<file path="src/rtl/mips_if_pkg.sv">
// mips_if_pkg: shared fetch-stage constants and the fetch-buffer entry type
package mips_if_pkg;
  localparam int PC_W = 10;
  localparam logic [PC_W-1:0] RESET_PC = 10'h000;
  localparam logic [31:0] NOP_INSTR = 32'h0;
  typedef struct packed {
    logic [31:0] instr;
    logic [PC_W-1:0] pc_plus4;
  } fetch_entry_t;
endpackage

</file>
<file path="src/rtl/if_fetch_fifo.sv">
// if_fetch_fifo: synchronous fetch buffer with push/pop/flush and an occupancy count
module if_fetch_fifo
  import mips_if_pkg::*;
#(
  parameter int DEPTH = 2
) (
  input  logic clk,
  input  logic reset,
  input  logic push,
  input  logic pop,
  input  logic flush,
  input  fetch_entry_t wdata,
  output fetch_entry_t rdata,
  output logic [$clog2(DEPTH):0] count
);
  localparam int AW = $clog2(DEPTH);
  fetch_entry_t mem [DEPTH];
  logic [AW-1:0] rd, wr;
  assign rdata = mem[rd];
  always_ff @(posedge clk or negedge reset)
    if (!reset) begin
      rd <= '0;
      wr <= '0;
      count <= '0;
    end else if (flush) begin
      rd <= '0;
      wr <= '0;
      count <= '0;
    end else begin
      if (push) wr <= wr + AW'(1);
      if (pop) rd <= rd + AW'(1);
      count <= count + (AW + 1)'(push) - (AW + 1)'(pop);
    end
  always_ff @(posedge clk)
    if (push && !flush) mem[wr] <= wdata;
endmodule

</file>
<file path="src/rtl/if_fetch_unit.sv">
// if_fetch_unit: PC, credit-limited imem fetch, redirect/discard and IF/ID register; IF_FETCH_STATS_EN adds counters
module if_fetch_unit
  import mips_if_pkg::*;
#(
  parameter int FIFO_DEPTH = 2
) (
  input  logic clk,
  input  logic reset,
  input  logic id_stall,
  input  logic branch_taken,
  input  logic [PC_W-1:0] branch_address,
  input  logic jump,
  input  logic [PC_W-1:0] jump_address,
  output logic imem_req,
  output logic [PC_W-1:0] imem_addr,
  input  logic imem_ready,
  input  logic imem_rvalid,
  input  logic [31:0] imem_rdata,
  output logic [31:0] instr,
  output logic [PC_W-1:0] pc_plus4,
  output logic if_valid,
  output logic control_hazard
`ifdef IF_FETCH_STATS_EN
  ,
  output logic [31:0] fetch_count,
  output logic [15:0] redirect_count
`endif
);
  localparam int CW = $clog2(FIFO_DEPTH) + 1;
  logic [PC_W-1:0] fetch_pc, resp_pc, target;
  logic [CW-1:0] outstanding, discard, occ, out_nx;
  logic accept, push, pop;
  fetch_entry_t head, entry;
  if_fetch_fifo #(.DEPTH(FIFO_DEPTH)) u_fifo (
    .clk(clk),
    .reset(reset),
    .push(push),
    .pop(pop),
    .flush(control_hazard),
    .wdata(entry),
    .rdata(head),
    .count(occ)
  );
  always_comb begin
    control_hazard = (jump | branch_taken) & !id_stall;
    target = jump ? jump_address : branch_address;
    imem_req = reset && !control_hazard && (int'(outstanding) + int'(occ) < FIFO_DEPTH);
    imem_addr = fetch_pc;
    accept = imem_req & imem_ready;
    push = imem_rvalid & !control_hazard & (discard == '0);
    pop = !id_stall & !control_hazard & (occ != '0);
    out_nx = outstanding + CW'(accept) - CW'(imem_rvalid);
    entry = '{instr: imem_rdata, pc_plus4: resp_pc + PC_W'(4)};
  end
  // resp_pc tracks the address of the next kept response: fetches are sequential between redirects
  always_ff @(posedge clk or negedge reset)
    if (!reset) begin
      fetch_pc <= RESET_PC;
      resp_pc <= RESET_PC;
      outstanding <= '0;
      discard <= '0;
      instr <= NOP_INSTR;
      pc_plus4 <= '0;
      if_valid <= 1'b0;
    end else begin
      outstanding <= out_nx;
      if (control_hazard) begin
        fetch_pc <= target;
        resp_pc <= target;
        discard <= out_nx;
      end else begin
        if (accept) fetch_pc <= fetch_pc + PC_W'(4);
        if (push) resp_pc <= resp_pc + PC_W'(4);
        if (imem_rvalid && discard != '0) discard <= discard - CW'(1);
      end
      if (!id_stall) begin
        instr <= pop ? head.instr : NOP_INSTR;
        if_valid <= pop;
        if (pop) pc_plus4 <= head.pc_plus4;
      end
    end
`ifdef IF_FETCH_STATS_EN
  always_ff @(posedge clk or negedge reset)
    if (!reset) begin
      fetch_count <= '0;
      redirect_count <= '0;
    end else begin
      if (pop) fetch_count <= fetch_count + 32'd1;
      if (control_hazard) redirect_count <= redirect_count + 16'd1;
    end
`endif
endmodule
</file>
<file path="config.mk">
export PLATFORM = sky130hd
export DESIGN_NAME = if_fetch_unit
export DESIGN_NICKNAME = d
export VERILOG_FILES = /design/src/rtl/mips_if_pkg.sv /design/src/rtl/if_fetch_fifo.sv /design/src/rtl/if_fetch_unit.sv
export SDC_FILE = /design/constraint.sdc
export NUM_CORES = 1
export LEC_CHECK = 0
export BUFFER_PORTS_ARGS = -buffer_cell sky130_fd_sc_hd__buf_2
export CAP_MARGIN = 15
export CORE_MARGIN = 3
export CORE_UTILIZATION = 50
export DETAILED_ROUTE_END_ITERATION = 10
export HOLD_SLACK_MARGIN = 0.12
export PLACE_DENSITY_LB_ADDON = 0.25
export SETUP_SLACK_MARGIN = 0.3
export SLEW_MARGIN = 20
export SYNTH_ARGS = -nofsm -noshare
export SYNTH_HDL_FRONTEND = slang
export SYNTH_SLANG_ARGS = --single-unit
</file>
<file path="constraint.sdc">
create_clock -name clk -period 3.9 [get_ports clk]
set_clock_uncertainty 0.15 [all_clocks]
set_input_delay 0.78 -clock clk [delete_from_list [all_inputs] [get_ports clk]]
set_output_delay 0.78 -clock clk [all_outputs]
set_load 0.01 [all_outputs]
</file>
# Word level (Yosys, flattened, before mapping)
# Memories as Yosys holds them, arrays and structs flattened.
# Index checks and enable logic that the tools add are counted.
dict set report totals {
  elab_cells 59
  mem_bits_rw 84
  register_bits 71
  memories 1
  inputBits 59
}
dict set report classes {
  bitwise 8
  muxes 15
  addsub 10
  magnitude_cmp 1
  reduce_logical 14
}
# memory depth word_bits read_ports rd_ports_with_merged_regs write_ports line_no
set memory_table {}
lappend memory_table {u_fifo.mem 2 42 1 0 1 if_fetch_fifo.sv:17} ;# fetch_entry_t mem [DEPTH];
# op n
set op_table {}
lappend op_table {{10-bit two-way mux} 5}
lappend op_table {{32-bit two-way mux} 1}
lappend op_table {{10-bit by 3-bit adder with 10-bit output, second input constant} 2}
lappend op_table {{2-bit nonzero test} 6}
lappend op_table {{1-bit AND} 6}
lappend op_table {{1-bit two-way mux} 6}
lappend op_table {{2-bit two-way mux} 3}
lappend op_table {{2-bit by 1-bit adder with 2-bit output} 2}
lappend op_table {{1-bit logical AND} 4}
lappend op_table {{2-bit by 1-bit subtractor with 2-bit output} 2}
lappend op_table {{2-bit by 2-bit adder with 3-bit output} 1}
lappend op_table {{3-bit by 2-bit < comparator with 1-bit output, second input constant} 1}
lappend op_table {{1-bit adder, second input constant} 2}
lappend op_table {{1-bit zero test} 2}
lappend op_table {{2-bit zero test} 1}
lappend op_table {{2-bit AND reduction} 1}
lappend op_table {{2-bit by 1-bit subtractor with 2-bit output, second input constant} 1}
lappend op_table {{1-bit NOT} 1}
lappend op_table {{1-bit OR} 1}

# Depth between registers and ports, before layout
dict set report logic_depth {
  ltp_word 9
  mapped_depth 13
}

# Cells and area by module
# Synthesis repeated with hierarchy kept, for this count alone.
dict set report unflattened {
  cells_unflattened 394
  hier_area_um2 6363.6
}
# mod cells_per_inst area_per_inst_um2 instances seq_area_each_um2
set modules_own_cells {}
lappend modules_own_cells {if_fetch_fifo 148 3439.5 1 2622.5}
lappend modules_own_cells {if_fetch_unit 246 2924.1 1 1626.6}

# Worst setup path after synthesis
# No wires, ideal clock.
dict set report synth_path {
  path_kind {input to register}
  start {input port jump}
  end {memory u_fifo.mem[0][0] (netlist name) (enable)}
  arrival_ns 4.192
  cell_stages 6
  n_path_buf 2
  setup_slack_ns -0.936
  setup_time_ns 0.494
  path_cell_list {buf_4 -> nor2_1 -> or2_4 -> inv_2 -> buf_6 -> nor3_1}
}
dict set report synth_between {
  elab_chain_cells 8
}
# element line_no
set synth_rtl {}
lappend synth_rtl {{start, declared} if_fetch_unit.sv:12} ;# input logic jump,
lappend synth_rtl {{1-bit OR (*)} if_fetch_unit.sv:45} ;# control_hazard = (jump | branch_taken) & !id_stall;
lappend synth_rtl {{1-bit AND (*)} if_fetch_unit.sv:45}
lappend synth_rtl {{named net control_hazard} if_fetch_unit.sv:22} ;# output logic control_hazard
lappend synth_rtl {{1-bit zero test (*)} {if_fetch_fifo.sv:35, if_fetch_unit.sv:50}}
lappend synth_rtl {{1-bit AND (2 in series)} if_fetch_unit.sv:50} ;# push = imem_rvalid & !control_hazard & (discard == '0);
lappend synth_rtl {{1-bit logical AND (*)} if_fetch_fifo.sv:35} ;# if (push && !flush) mem[wr] <= wdata;
lappend synth_rtl {{1-bit two-way mux (*)} if_fetch_fifo.sv:35}
lappend synth_rtl {{1-bit two-way mux (not written as such) (*)} if_fetch_fifo.sv:35}
lappend synth_rtl {{end, declared} if_fetch_fifo.sv:17}
# Mark *: on every way through the listed nets, which the timed path passes. The rest lies on a longest branch.

# Final worst setup path
dict set report layout_path {
  start {input port jump}
  end {output port imem_req}
}
dict set report layout_between {
  elab_chain_cells 5
}
# element line_no
set layout_rtl {}
lappend layout_rtl {{1-bit OR} if_fetch_unit.sv:45}
lappend layout_rtl {{1-bit AND} if_fetch_unit.sv:45}
lappend layout_rtl {{1-bit zero test} if_fetch_unit.sv:47} ;# imem_req = reset && !control_hazard && (int'(outstanding) + int'(occ) < FIFO_DEPTH);
lappend layout_rtl {{1-bit logical AND (2 in series)} if_fetch_unit.sv:47}
lappend layout_rtl {{end, declared} if_fetch_unit.sv:14} ;# output logic imem_req,
# Every way passes these cells.

==> results.cfg <==
[logic_synthesis]
avgSynthCellArea_sq_um = 13.9
synth_warnings = 0
synth_async_sr_flop_share_pct = 45.1
seq_area_frac_synth_pct = 69.0
ys_types = 39
ys.flop_type = edfxtp_1
synth_top_cell_area_share_pct = 41.0
yosysMostFrequentCell = edfxtp_1
synth_seq_cells = 153
syn_inst = 442
yosysTopAreaCell = edfxtp_1
syn_area_sq_um = 6160
syn_nets = 509
synth_area_leaders = edfxtp_1 (41%), dfrtp_1 (28%), mux2i_1 (7.5%)
synth_enable_flop_cells = 84
synth_common_cells = edfxtp_1 (84), dfrtp_1 (69), nand2_1 (55), mux2i_1 (46), o21ai_0 (31)

[sta]
max_slew_margin_pct = 29.5
hold_viol = 0
rsz0062_at_grt = no
layout_min_cycle_time_ns = 3.09
tightest_slew_ns = 1.06
fmax_ghz = 0.324
final-setup-viol-count = 0
finalCritPeriodShare_pct = 79.1
drv_slew = 0
fin_tns_setup_ns = 0

[worst_hold_path]
holdPathEnd = pc_plus4[9]$_DFFE_PN0P_
hp-start = pc_plus4[9]$_DFFE_PN0P_
hp-class = flop to flop
min_path_cells = 2

[placement]
place_congestion = 0.782
dp_hpwl_microns = 7530
port_buffers = 113

[floorplanning]
io_pins = 114
die_area_sq_um = 13700
start_util_pct = 52.6
coreArea_sq_um = 11700
die_h_microns = 117
die_x_microns = 117
rows = 39

[routing]
vias_per_cell = 5.19
wl_met1_microns = 5190
highest_layer = met4
routed-via-count = 3682
drt_iter0_drc = 288
wl_per_cell_microns = 16.3
wl_met3_microns = 626
drtPass1Iterations = 4
wl_met2_microns = 5610
route.detailed.drc = 0
final_antenna_net_count = 0
drt-total-wl_microns = 11600

[global_route]
antenna_found_initial = 0
grt_remaining_overflow = 0
grt_max_degree = 70
grt_pass1_vias = 3761
track_usage_pct = 18.3
grt_pass1_wl_microns = 18700

[clock_tree]
postCtsSetupRepairBufs = 0
cts_buffer_depth = 2
cts_resized = 0
cts_tree = done
cts_inserted_buffers = 17
ctsRootBufferMaster = clkbuf_16
cts.sinks = 153
h-tree-depth = 4
path_clk_slew_ns = 0.05
clkLatencyLatePin_ns = 0.41
holdBufCountCts = 0

[layout]
nNetsFinal = 621
antennaDiodeCount = 0
drive_gt1_share_pct = 28.7
area_growth_pct = 19.8

[power_and_ir_drop]
power_mw = 4.67
leakagePower_nw = 3.04
power_density_nw_per_um2 = 633
ir_drop_mv = 0.272

[setup_path]
reg2reg_from = u_fifo.count[0]$_DFF_PN0_
crit_required_ns = 2.97
path_class = primary input to primary output
r2r_end = discard[1]$_DFFE_PN0P_
cp.arrival_ns = 2.16
startpoint_type = primary input
regToRegSetupSlack_ns = 1.07
cp-end-kind = primary output
path_max_fanout = 29
r2r_cells = 11

[status]
status = finished, final reports clean

[job]
max_cap_violations = 0
sequential cells by signal, summed over array words and instances (netlist names):
signal	count
u_fifo.mem	84
instr	32
imem_addr	10
pc_plus4	10
resp_pc	8
discard	2
outstanding	2
u_fifo.count	2
if_valid	1
u_fifo.rd	1
u_fifo.wr	1
per-stage QoR:
stage	hold WS, ns	setup WS [ns]	utilization [%]	area (sq um)	instances
floorplan	0.315	0.347	-	6160	442
global placement	0.308	0.624	58.0	6790	678
detailed placement	0.319	0.559	58.0	6790	678
CTS	0.331	0.813	63.0	7380	710
global route	0.346	0.711	63.0	7380	710
finish	0.324	0.814	63.0	7380	710
layout by cell type (no fill, tap or decap), drive strengths merged:
| cell type | n |
|---|---|
| nor3 | 5 |
| nand3b | 1 |
| a211oi | 6 |
| a21o | 1 |
| inv | 9 |
| and3 | 2 |
| nor4b | 1 |
| xor2 | 11 |
| and2 | 5 |
| nand2b | 2 |
| and4bb | 1 |
| o21ai | 48 |
| clkinvlp | 3 |
| ha | 7 |
| a21boi | 1 |
| clkbuf | 25 |
| xnor2 | 14 |
| edfxtp | 84 |
| o22ai | 2 |
| nor2b | 7 |
| bufinv | 2 |
| dfrtp | 69 |
| mux2i | 46 |
| buf | 118 |
| nand4 | 5 |
| a21oi | 15 |
| nand3 | 7 |
| nand2 | 56 |
| clkinv | 2 |
| mux2 | 1 |
| fa | 1 |
| or2 | 1 |
| nor2 | 9 |
worst max-delay path by stage:
| stage | from | end | cells after the start |
|---|---|---|---|
| final | jump | imem_req | 6 |
| after global routing | jump | imem_req | 6 |
| after CTS | jump | imem_req | 6 |
| after detailed placement | jump | u_fifo.mem[1][25]$_DFFE_PP_ | 6 |
| after global placement | jump | u_fifo.mem[1][18]$_DFFE_PP_ | 6 |
| after floorplan | jump | u_fifo.mem[0][0]$_DFFE_PP_ | 6 |
report_power, final:
part / total, mW / internal (mW) / switching (mW)
clock: 1.60 / 1.01 / 0.589
combinational: 0.885 / 0.395 / 0.491
sequential: 2.19 / 2.00 / 0.193
total: 4.67 / 3.40 / 1.27
routing by layer:
metal  up-vias  track usage, %
li1       1798               -
met3        14            5.19
met2        95            29.8
met1      1775            23.4
met4         0            7.11
met5         -               0
critical path, cell delays in order:
cell,delay [ns]
buf_2,0.22
nor2_1,0.13
or2_4,0.35
inv_2,0.19
nor4b_1,0.29
buf_2,0.19
layout make-up:
cell class / count / area (sq um)
clock buffers: 25 / 495
repair buffers: 118 / 606
well taps: 143 / 179
multi-input cells: 255 / 1730
flip-flops and latches: 153 / 4250
inverters: 9 / 33.8
clock inverters: 7 / 92.6
fillers: 900 / 4330
cell families after synthesis:
group	synth area share, %
compound gates	6.78
xor+xnor	3.55
fa+ha+maj	1.75
buf+inv	3.39
flops	69.0
mux	7.66
simple gates	7.88
(Power assumes the default switching activity.)
